===== src/rtl/booth_r4_seq_mult_pkg.sv =====
// Shared definitions for the radix-4 Booth sequential multiplier:
// FSM state encoding and the layout of the recoded digit.
package booth_r4_seq_mult_pkg;

    typedef enum logic [1:0] {
        IDLE = 2'd0,
        RUN  = 2'd1,
        DONE = 2'd2
    } state_t;

    // Magnitude of the selected multiple; sign carried separately in NEG_BIT.
    localparam logic [1:0] SEL_ZERO = 2'd0;
    localparam logic [1:0] SEL_A    = 2'd1;
    localparam logic [1:0] SEL_2A   = 2'd2;

    localparam int NEG_BIT = 0;
    localparam int SEL_LSB = 1;

endpackage


===== src/rtl/booth_r4_recode.sv =====
// Radix-4 Booth recoder: multiplier bit triple -> {sel[1:0], neg}.
module booth_r4_recode
    import booth_r4_seq_mult_pkg::*;
(
    input  logic [2:0] triple,
    output logic [2:0] code
);

    always_comb begin
        code = {SEL_ZERO, 1'b0};
        case (triple)
            3'b000, 3'b111: code = {SEL_ZERO, 1'b0};
            3'b001, 3'b010: code = {SEL_A,    1'b0};
            3'b011:         code = {SEL_2A,   1'b0};
            3'b100:         code = {SEL_2A,   1'b1};
            3'b101, 3'b110: code = {SEL_A,    1'b1};
            default:        code = {SEL_ZERO, 1'b0};
        endcase
    end

endmodule


===== src/rtl/booth_r4_seq_mult.sv =====
// Sequential radix-4 Booth multiplier, one digit per clock, signed or unsigned,
// valid/ready handshake on operands and product.
//
// state | meaning
// IDLE  | in_ready high, waiting for operands
// RUN   | ITER digit cycles, then one cycle to register prod
// DONE  | out_valid high, prod held until out_ready
module booth_r4_seq_mult
    import booth_r4_seq_mult_pkg::*;
#(
    parameter int WIDTH = 8
) (
    input  logic               clk,
    input  logic               rst,
    input  logic               in_valid,
    output logic               in_ready,
    input  logic [WIDTH-1:0]   a,
    input  logic [WIDTH-1:0]   b,
    input  logic               is_signed,
    output logic               out_valid,
    input  logic               out_ready,
    output logic [2*WIDTH-1:0] prod
);

    localparam int ITER = WIDTH / 2 + 1;
    localparam int CW   = $clog2(ITER + 1);
    localparam int HW   = WIDTH + 3;
    localparam int LW   = WIDTH + 2;
    localparam logic [CW-1:0] LAST = CW'(ITER);

    state_t            state;
    logic [WIDTH-1:0]  a_reg;
    logic              sgn_reg;
    logic [WIDTH+2:0]  mpr;
    logic [HW-1:0]     acc_hi;
    logic [LW-1:0]     acc_lo;
    logic [CW-1:0]     iter_cnt;

    logic [2:0]        rec;
    logic [1:0]        sel;
    logic              neg;
    logic [HW-1:0]     a_ext;
    logic [HW-1:0]     mult;
    logic [HW-1:0]     sum;

    booth_r4_recode u_recode (
        .triple (mpr[2:0]),
        .code   (rec)
    );

    assign sel   = rec[SEL_LSB +: 2];
    assign neg   = rec[NEG_BIT];
    assign a_ext = {{3{sgn_reg & a_reg[WIDTH-1]}}, a_reg};

    always_comb begin
        mult = '0;
        case (sel)
            SEL_A:   mult = a_ext;
            SEL_2A:  mult = a_ext << 1;
            default: mult = '0;
        endcase
    end

    // Subtraction as invert-plus-one so one adder covers both signs.
    assign sum = acc_hi + (neg ? ~mult : mult) + {{(HW-1){1'b0}}, neg};

    always_ff @(posedge clk) begin
        if (rst) begin
            state     <= IDLE;
            in_ready  <= 1'b1;
            out_valid <= 1'b0;
            prod      <= '0;
            a_reg     <= '0;
            sgn_reg   <= 1'b0;
            mpr       <= '0;
            acc_hi    <= '0;
            acc_lo    <= '0;
            iter_cnt  <= '0;
        end else begin
            case (state)
                IDLE: begin
                    if (in_valid) begin
                        a_reg    <= a;
                        sgn_reg  <= is_signed;
                        mpr      <= {{2{is_signed & b[WIDTH-1]}}, b, 1'b0};
                        acc_hi   <= '0;
                        acc_lo   <= '0;
                        iter_cnt <= '0;
                        state    <= RUN;
                        in_ready <= 1'b0;
                    end
                end
                RUN: begin
                    if (iter_cnt == LAST) begin
                        prod      <= {acc_hi[WIDTH-3:0], acc_lo};
                        state     <= DONE;
                        out_valid <= 1'b1;
                    end else begin
                        acc_hi   <= {{2{sum[HW-1]}}, sum[HW-1:2]};
                        acc_lo   <= {sum[1:0], acc_lo[LW-1:2]};
                        mpr      <= mpr >> 2;
                        iter_cnt <= iter_cnt + CW'(1);
                    end
                end
                DONE: begin
                    if (out_ready) begin
                        state     <= IDLE;
                        out_valid <= 1'b0;
                        in_ready  <= 1'b1;
                    end
                end
                default: begin
                    state     <= IDLE;
                    in_ready  <= 1'b1;
                    out_valid <= 1'b0;
                end
            endcase
        end
    end

endmodule


===== config.mk =====
export PLATFORM = sky130hd
export DESIGN_NAME = booth_r4_seq_mult
export DESIGN_NICKNAME = d
export VERILOG_FILES = /design/src/rtl/booth_r4_seq_mult_pkg.sv /design/src/rtl/booth_r4_recode.sv /design/src/rtl/booth_r4_seq_mult.sv
export SDC_FILE = /design/constraint.sdc
export NUM_CORES = 1
export LEC_CHECK = 0
export ABC_AREA = 1
export BUFFER_PORTS_ARGS = -buffer_cell sky130_fd_sc_hd__buf_2
export CAP_MARGIN = 10
export CORE_ASPECT_RATIO = 1.4
export CORE_MARGIN = 2
export CORE_UTILIZATION = 50
export DETAILED_ROUTE_END_ITERATION = 12
export PLACE_DENSITY = 0.77
export SETUP_SLACK_MARGIN = 0.1
export SYNTH_ARGS = -nofsm -noshare
export SYNTH_HDL_FRONTEND = slang
export SYNTH_HIERARCHICAL = 1
export SYNTH_SLANG_ARGS = --single-unit

===== constraint.sdc =====
create_clock -name clk -period 3.87 [get_ports clk]
set_clock_uncertainty 0.15 [all_clocks]
set_input_delay 0.774 -clock clk [delete_from_list [all_inputs] [get_ports clk]]
set_output_delay 0.774 -clock clk [all_outputs]
set_load 0.01 [all_outputs]

==> results_dict.tcl, run 1 <==
set metrics [dict create \
    synthArstFlopShare_pct 0 \
    via_count 2780 \
    grt_max_degree 32 \
    finalSetupTns_ns 0 \
    hpwl_um 5277 \
    ys_seq_area_share_pct 39.09 \
    cts-resized-gates 0 \
    hold_path_end "prod[6]" \
    drt-wirelength-per-cell_um 13.62 \
    mostFrequentLayoutCells "nand2_1 (91), dfxtp_1 (61), a21oi_1 (42)" \
    rows 34 \
    r2r_slack_ns 0.83 \
    power_leakage_nw 1.602 \
    combPwrFrac_pct 12.4 \
    tritoncts "built" \
    worstHoldPathCells 2 \
    clkPwrFrac_pct 42.6 \
    grt.total_usage_pct 22.62 \
    yosysTopAreaCell "dfxtp_1" \
    cp-start-kind "flip-flop" \
    final_cells 534 \
    drc_errors 0 \
    io_buffers 38 \
    period_share_pct 78.47 \
    seq_power_share_pct 45.1 \
    synth_cells 425 \
    status "finished clean" \
    top_regs "prod (16), acc_lo (10), mpr (10)" \
    clock.fmax_mhz 329.3 \
    slew_violations 0 \
    period_needed_ns 3.037 \
    die_area_sq_um 6906 \
    antenna_found_initial 0 \
    whs_ns 0.3193 \
    htreeDepth 3 \
    worst_pin_slew_ns 0.7246 \
    swShare_pct 26.21 \
    cts_hold_buf 0 \
    fp.dieW_um 70.81 \
    synth_seq_cells 61 \
    crit_family "adder cells" \
    drt.antenna.violating_nets 0 \
    ys_warn_count 6 \
    critical-path-slowest-cell "fa_1" \
    crit_path_end_kind "flip-flop" \
    pin_count 39 \
    yosys-top-cells-area "dfxtp_1 (39%), nand2_1 (11%), a21oi_1 (6.7%), ha_1 (6.0%), o21ai_0 (5.8%)" \
    fp.dieH_um 97.53 \
    routed_wl_um 7271 \
    areaGrowthSynthToFinish_pct 12.49 \
    worstSetupPathType "reg -> reg" \
    cpMostUsedCell "inv_1" \
    cts_inserted_buffers 9 \
    cap_violations 0 \
    syn_avg_cell_area_sq_um 7.351 \
    crit_buf_inv 4 \
    p_switching_mw 0.3971 \
    cp_cell_sequence "inv_1, ha_1, nand2_1, nand2_1, inv_1, ha_1, inv_1, nor3_1, a31oi_1, xor2_1, fa_1, inv_1, nand3_1, nand2_1, a21oi_1, or2_2, nand3_1, a21oi_1" \
    cp.arrival_ns 3.10 \
    detail_route.first_pass.iterations 4 \
    grt_pass1_vias 2784 \
    min_path_type "reg -> reg" \
    cpPeakStageDelay_ns 0.40 \
    place.gp.congestion 0.9229 \
    synth_flop_cell "dfxtp_1" \
    final_common_cell "nand2_1" \
    critPathRequiredTime_ns 3.94 \
    clk_path_buf_depth 2 \
    drive_above_1_share_pct 16.67 \
    grt_overflow 0 \
    core-area_sq_um 6126 \
    routed_via_density 5.206 \
    min_from "prod[6]" \
    start_util_pct 51.00 \
    finalSetupViolCount 0 \
    vdd_ir_drop_max_mv 0.2599 \
    clk_pin_slew_ns 0.07 \
    reg2reg_to "acc_hi[4]" \
    largest_reg_flops 16 \
    syn_nets 462 \
    fin_nets 494 \
    cts_sinks 61 \
    postCtsSetupBuffers 0 \
    top_register "prod" \
    powerDensity_nw_per_um2 431.1 \
    slew_headroom_pct 51.64 \
    synth_edf_count 0 \
    r2r_start "mpr[0]" \
    synth.top_cell.area_share_pct 39.09 \
    grt_pass1_wl_um 12480 \
    synth_cell_types 34 \
    root_buffer "clkbuf_8" \
    placed_cells 518 \
    fillerInstances 592 \
    p_int_mw 1.118 \
    synth_area_sq_um 3124 \
    antenna_cells 0 \
    ff2ff_path_depth 18 \
    drtIter0Drc 114 \
    fin_total_pwr_mw 1.515 \
    clk_latency_ns 0.34 \
    hold_viol_final 0 \
    rsz0062_at_grt "no" \
    crit_fanout 6 \
]
==> final cells by class <==
class	instances	area, sq um	area share (%)
clock inverters	4	70.07	1.994
repair buffers	39	197.7	5.625
multi-input cells	302	1610	45.82
flip-flops and latches	61	1221	34.75
well taps	72	90.09	2.563
clock buffers	12	155.1	4.414
inverters	44	170.2	4.842
==> per-stage QoR <==
stage / instance area (sq um) / utilization [%] / worst slack [ns]
floorplan: 3124 / - / 0.9842
global placement: 3289 / 53.70 / 0.9397
detailed placement: 3289 / 53.70 / 0.8264
CTS: 3515 / 57.37 / 0.8248
global route: 3515 / 57.37 / 0.5531
finish: 3515 / 57.37 / 0.8333
==> power groups by stage <==
stage          registers [mW]  clock network (mW)  logic, mW
3_5_place_dp            0.696                   0      0.187
3_3_place_gp            0.695                   0      0.184
5_1_grt                 0.686               0.679      0.217
4_1_cts                 0.682               0.654      0.189
2_1_floorplan           0.691                   0      0.146
6_report                0.683               0.645      0.187
==> metal layers <==
metal | vias to the layer above | track usage (%) | wire [um]
met5 | - | 0 | 0
met4 | 0 | 10.74 | 218
met3 | 16 | 5.705 | 259
met2 | 41 | 39.32 | 3827
met1 | 1264 | 25.29 | 2965
li1 | 1459 | - | -
==> worst max path at each step <==
stage	from	to	slack [ns]	cells after the start
floorplan	mpr[0]	acc_hi[4]	0.98	16
global placement	mpr[0]	acc_hi[4]	0.94	15
detailed placement	mpr[0]	acc_hi[4]	0.83	18
CTS	mpr[0]	acc_hi[4]	0.82	18
global route	mpr[1]	acc_hi[4]	0.55	18
finish	mpr[0]	acc_hi[4]	0.83	18
==> cell usage after synthesis (7+ instances only) <==
cell	instances
nand2_1	91
inv_1	40
nor2_1	38
ha_1	15
nand2_2	8
a31oi_1	9
clkbuf_1	7
xor2_1	9
a21oi_1	42
o21ai_0	36
a21oi_2	7
nand3_1	21
dfxtp_1	61
==> logic make-up (layout without fill, tap and decap cells) <==
group | Yosys count | count (layout) | share of synthesized area [%]
AOI/OAI and AO/OA | 107 | 107 | 19.42
and+or+nand+nor | 170 | 170 | 22.95
DFF | 61 | 61 | 39.09
buffers and inverters | 62 | 99 | 9.371
adders and majority gates | 16 | 16 | 6.648
xor gates and xnor gates | 9 | 9 | 2.523
==> worst min-delay path, stage by stage, from the launching register on <==
cell     delay [ns]
dfxtp_1        0.31
nand2_1        0.07
a21oi_2        0.05
Power figures use the tool's default switching activity.
==> run 2: changes to the inputs <==
==> constraint.sdc (replaced) <==
create_clock -name clk -period 2.8 [get_ports clk]
set_clock_uncertainty 0.15 [all_clocks]
set_input_delay 0.56 -clock clk [delete_from_list [all_inputs] [get_ports clk]]
set_output_delay 0.56 -clock clk [all_outputs]
set_load 0.01 [all_outputs]
==> results_dict.tcl, run 2 (same netlist as run 1, synthesis figures left out) <==
set metrics [dict create \
    fp.dieH_um 97.53 \
    drt.antenna.violating_nets 0 \
    die_area_sq_um 6906 \
    drive_above_1_share_pct 33.33 \
    rows 34 \
    cts_inserted_buffers 9 \
    status "finished with violations" \
    grt_overflow 0 \
    mostFrequentLayoutCells "nand2_1 (71), dfxtp_1 (58), buf_2 (38)" \
    clock.fmax_mhz 352.3 \
    seqCellArea_sq_um 1225 \
    violations "negative setup slack" \
    top_regs "prod (16), acc_lo (10), mpr (10)" \
    io_buffers 38 \
    clk_pin_slew_ns 0.07 \
    multi_input_area_sq_um 1822 \
    maxUsedRoutingLayer "met4" \
    r2r_slack_ns -0.04 \
    worstSetupPathType "reg -> reg" \
    grt_max_degree 32 \
    routed_wl_um 8294 \
    clk_path_buf_depth 2 \
    fillerInstances 565 \
    grt_pass1_wl_um 12880 \
    drt-wirelength-per-cell_um 14.86 \
    core-area_sq_um 6126 \
    grt_pass1_vias 2901 \
    drc_errors 0 \
    antenna_cells 0 \
    vdd_ir_drop_max_mv 0.3915 \
    ff2ff_path_depth 16 \
    grt.total_usage_pct 23.42 \
    slew_violations 0 \
    pin_count 39 \
    design_area_sq_um 3892 \
    htreeDepth 3 \
    min_path_type "reg -> reg" \
    worst_pin_slew_ns 0.7573 \
    powerDensity_nw_per_um2 534.2 \
    place_area_sq_um 3433 \
    tritoncts "built" \
    areaGrowthSynthToFinish_pct 24.59 \
    critical_path.startpoint "mpr[1]" \
    slew_headroom_pct 49.46 \
    routed_via_density 5.478 \
    cp_cell_sequence "inv_2, ha_4, inv_2, ha_4, inv_4, buf_6, nand2_2, xor2_1, ha_2, a21oi_2, inv_2, a21oi_2, nand2_2, a21oi_2, o21ai_1, a21oi_1" \
    fin_nets 518 \
    crit_path_end_kind "flip-flop" \
    top_register "prod" \
    via_count 3057 \
    period_needed_ns 2.839 \
    clk_latency_ns 0.34 \
    antenna_found_initial 0 \
    detail_route.first_pass.iterations 5 \
    rsz0062_at_grt "yes" \
    period_share_pct 101.4 \
    critPathRequiredTime_ns 2.93 \
    whs_ns 0.3205 \
    drtIter0Drc 186 \
    final_common_cell "nand2_1" \
    critical-path-slowest-cell "dfxtp_2" \
    wl_met2_um 4348 \
    cpPeakStageDelay_ns 0.35 \
    place.gp.congestion 0.9393 \
    cp-start-kind "flip-flop" \
    route.met3.wl_um 316 \
    crit_fanout 6 \
    largest_reg_flops 16 \
    fp.dieW_um 70.81 \
    finalSetupViolCount 2 \
    hold_viol_final 0 \
    cp-endpoint "acc_hi[6]" \
    reg2reg_to "acc_hi[6]" \
    cp.arrival_ns 2.97 \
    r2r_start "mpr[1]" \
    min_from "prod[2]" \
    wirelength_met1_um 3228 \
    hpwl_um 5563 \
    start_util_pct 51.00 \
    layout_setup_ws_ns -0.03862 \
    root_buffer "clkbuf_8" \
    cap_violations 0 \
    cts_sinks 61 \
    power_leakage_nw 1.719 \
]
[run 2: worst max-delay path, delay by kind of cell, from the launching register on]
kind,cells,cell delay [ns]
flops,1,0.35
fa+ha+maj,3,0.90
buf+inv,5,0.32
simple gates,2,0.15
xor+xnor,1,0.19
compound gates,5,0.71
[run 2: cell type report]
cell class                      count  area share [%]
Clock inverter                      4           1.221
Tap cell                           72           2.314
Inverter                           44           4.564
Sequential cell                    61           31.47
Multi-Input combinational cell    302           46.80
Timing Repair Buffer               63           9.900
Clock buffer                       12           3.729
[run 2: worst min-delay path by stage]
stage / slack, ns / depth (start not counted) / end
3_3_place_gp: 0.30 / 2 / out_valid
5_1_grt: 0.33 / 2 / prod[9]
2_1_floorplan: 0.30 / 2 / a_reg[6]
3_5_place_dp: 0.31 / 2 / prod[9]
4_1_cts: 0.32 / 2 / prod[9]
6_report: 0.32 / 2 / prod[2]
[run 2: per-stage QoR]
stage	utilization, %	setup WS (ns)	instances	TNS [ns]	total power, mW
finish	63.54	-0.03862	558	-0.04628	2.079
global route	63.54	-0.1749	558	-0.8293	2.171
CTS	61.17	0.04126	555	0	2.055
detailed placement	56.05	-0.1319	533	-0.5066	1.261
global placement	56.05	-0.05529	533	-0.1147	1.253
floorplan	-	0.1100	425	0	1.164
[run 2: timing repair]
item,4_1_cts,5_1_grt
setup buffers,6,3
resized for setup,28,39
gates cloned,0,0
setup endpoints to repair,8,8
hold buffers,0,0
pin swaps,18,25
[run 2: layer usage]
metal / up-vias / track usage [%]
li1: 1505 / -
met1: 1430 / 24.42
met2: 89 / 42.42
met3: 33 / 4.772
met4: 0 / 13.21
met5: - / 0
[run 2: power breakdown]
| group | internal (mW) | switching (mW) | total (mW) | leakage, nW |
|---|---|---|---|---|
| combinational | 0.146 | 0.216 | 0.362 | 1.12 |
| sequential | 0.913 | 0.0334 | 0.947 | 0.499 |
| clock | 0.433 | 0.338 | 0.771 | 0.0964 |
| total | 1.49 | 0.587 | 2.08 | 1.72 |
==> run 3: changes to the inputs <==
--- a/config.mk
+++ b/config.mk
@@ -16,5 +16,4 @@
 export SETUP_SLACK_MARGIN = 0.1
 export SYNTH_ARGS = -nofsm -noshare
 export SYNTH_HDL_FRONTEND = slang
-export SYNTH_HIERARCHICAL = 1
 export SYNTH_SLANG_ARGS = --single-unit
==> results_dict.tcl, run 3 <==
set metrics [dict create \
    ys_warn_count 0 \
    fp.dieH_um 98.52 \
    drive_above_1_share_pct 20.09 \
    crit_fanout 6 \
    cpPeakStageDelay_ns 0.35 \
    synth.most_common_cell "nand2_1" \
    synth_seq_cells 64 \
    place.gp.congestion 0.9238 \
    powerDensity_nw_per_um2 561.4 \
    seqCellArea_sq_um 1284 \
    crit_buf_inv 4 \
    start_util_pct 51.37 \
    rows 34 \
    pin_count 39 \
    clk_latency_ns 0.35 \
    rsz0062_at_grt "yes" \
    fillerInstances 563 \
    root_buffer "clkbuf_8" \
    grt_pass1_vias 2731 \
    top_register "prod" \
    drt.antenna.violating_nets 0 \
    clock.fmax_mhz 391.8 \
    finalSetupTns_ns 0 \
    crit_family "simple AND/OR/NAND/NOR gates" \
    crit_path_end_kind "flip-flop" \
    syn_avg_cell_area_sq_um 7.437 \
    cts_hold_buf 0 \
    core-area_sq_um 6211 \
    reg2reg_to "acc_hi[3]" \
    finalSetupViolCount 0 \
    multi_input_area_sq_um 1732 \
    cp-start-kind "flip-flop" \
    hpwl_um 5018 \
    hold_path_end "acc_lo[1]" \
    syn_nets 467 \
    drt-wirelength-per-cell_um 13.39 \
    final_common_cell "nand2_1" \
    postCtsSetupBuffers 0 \
    via_count 2923 \
    htreeDepth 3 \
    slew_violations 0 \
    synth_cells 429 \
    yosys-top-cells-area "dfxtp_1 (40%), nand2_1 (9.4%), a21oi_1 (6.4%), o21ai_0 (6.4%), ha_1 (6.3%)" \
    top_regs "prod (16), acc_lo (10), mpr (10)" \
    die_area_sq_um 7045 \
    cts_inserted_buffers 9 \
    routed_wl_um 7230 \
    antenna_found_initial 0 \
    grt_max_degree 37 \
    placed_cells 524 \
    worstHoldPathCells 2 \
    worst_pin_slew_ns 0.5619 \
    period_needed_ns 2.552 \
    tritoncts "built" \
    status "finished clean" \
    fin_nets 501 \
    cp_cell_sequence "inv_1, ha_4, inv_1, o22ai_1, nand2_1, xor2_2, ha_1, nand2_1, inv_1, nand2_1, nand3_1, inv_1, nand2_1, or2_0, nand3_1, a21oi_1" \
    period_share_pct 91.15 \
    cts_sinks 64 \
    grt_overflow 0 \
    areaGrowthSynthToFinish_pct 15.29 \
    ys_seq_area_share_pct 40.16 \
    r2r_start "u_recode.code[1]" \
    drc_errors 0 \
    routed_via_density 5.413 \
    min_path_type "reg -> reg" \
    synthArstFlopShare_pct 0 \
    power_leakage_nw 1.646 \
    clk_path_buf_depth 2 \
    fp.dieW_um 71.51 \
    yosysTopAreaCell "dfxtp_1" \
    synth.top_cell.area_share_pct 40.16 \
    r2r_slack_ns 0.25 \
    ff2ff_path_depth 16 \
    critical-path-slowest-cell "ha_1" \
    synthTopCellsByCount "nand2_1 (80), dfxtp_1 (64), nor2_1 (50)" \
    mostFrequentLayoutCells "nand2_1 (79), dfxtp_1 (62), nor2_1 (47)" \
    io_buffers 38 \
    drtIter0Drc 108 \
    antenna_cells 0 \
    grt_pass1_wl_um 11730 \
    cp.arrival_ns 2.61 \
    worstSetupPathType "reg -> reg" \
    synth_area_sq_um 3191 \
    largest_reg_flops 16 \
    synth_flop_cell "dfxtp_1" \
    grt.total_usage_pct 21.10 \
    critPathRequiredTime_ns 2.86 \
    detail_route.first_pass.iterations 4 \
    vdd_ir_drop_max_mv 0.3875 \
    cap_violations 0 \
    synth_cell_types 40 \
    synth_edf_count 0 \
    slew_headroom_pct 62.54 \
    hold_viol_final 0 \
    clk_pin_slew_ns 0.08 \
    min_from "acc_lo[1]" \
    final_cells 540 \
]
==> run 3: where the power goes <==
part	total, mW	internal, mW	switching (mW)
Clock	0.785	0.410	0.375
Sequential	0.986	0.956	0.0297
Combinational	0.294	0.104	0.190
==> run 3: worst reg2reg max path: cells and delay by family (launching register included) <==
kind            cells  cell delay [ns]
fa+ha+maj           2             0.50
xor+xnor            1             0.17
simple gates        7             0.72
compound gates      2             0.23
flops               1             0.32
buf+inv             4             0.31
==> run 3: timing repair <==
item / 4_1_cts / 5_1_grt
setup endpoints to repair: 0 / 7
hold endpoints to repair: 0 / 0
resized for setup: 0 / 23
==> run 3: worst max path at each step <==
stage,startpoint,end,slack (ns),cells after the start
2_1_floorplan,u_recode.code[1],acc_hi[6],0.41,13
3_3_place_gp,u_recode.code[2],acc_hi[6],0.27,14
3_5_place_dp,u_recode.code[1],acc_hi[6],0.16,14
4_1_cts,u_recode.code[2],acc_hi[6],0.12,14
5_1_grt,u_recode.code[1],acc_hi[7],0.03,16
6_report,u_recode.code[1],acc_hi[3],0.25,16
==> run 3: layer usage <==
metal  track usage [%]  routed length (um)  up-vias
li1                  -                   -     1478
met1             23.45                2934     1367
met2             36.40                3780       54
met3             4.703                 228       24
met4             12.05                 286        0
met5                 0                   0        -
==> run 3: layout make-up <==
class	instances	share of cell area [%]
clock buffer	9	3.367
clock inverter	7	1.905
inverter	45	4.728
multi-input combinational	303	47.07
sequential	64	34.90
tap	72	2.449
timing repair buffer	40	5.578
==> run 3: logic make-up after synthesis <==
logic type / share of synthesized area (%)
adder cells (fa/ha/maj): 6.902
AO/OA/AOI/OAI: 18.24
AND/OR/NAND/NOR: 23.37
flip-flops: 40.16
XOR/XNOR: 2.745
buffers and inverters: 8.588
==> run 3: through the flow <==
stage	power, mW	hold slack, ns	util (%)	instance area (sq um)	worst slack (ns)
2_1_floorplan	1.213	0.2903	-	3191	0.4103
3_3_place_gp	1.266	0.3017	54.47	3383	0.2659
3_5_place_dp	1.276	0.3049	54.47	3383	0.1638
4_1_cts	2.052	0.3169	57.59	3577	0.1223
5_1_grt	2.156	0.3361	59.23	3679	0.03247
6_report	2.065	0.3169	59.23	3679	0.2477
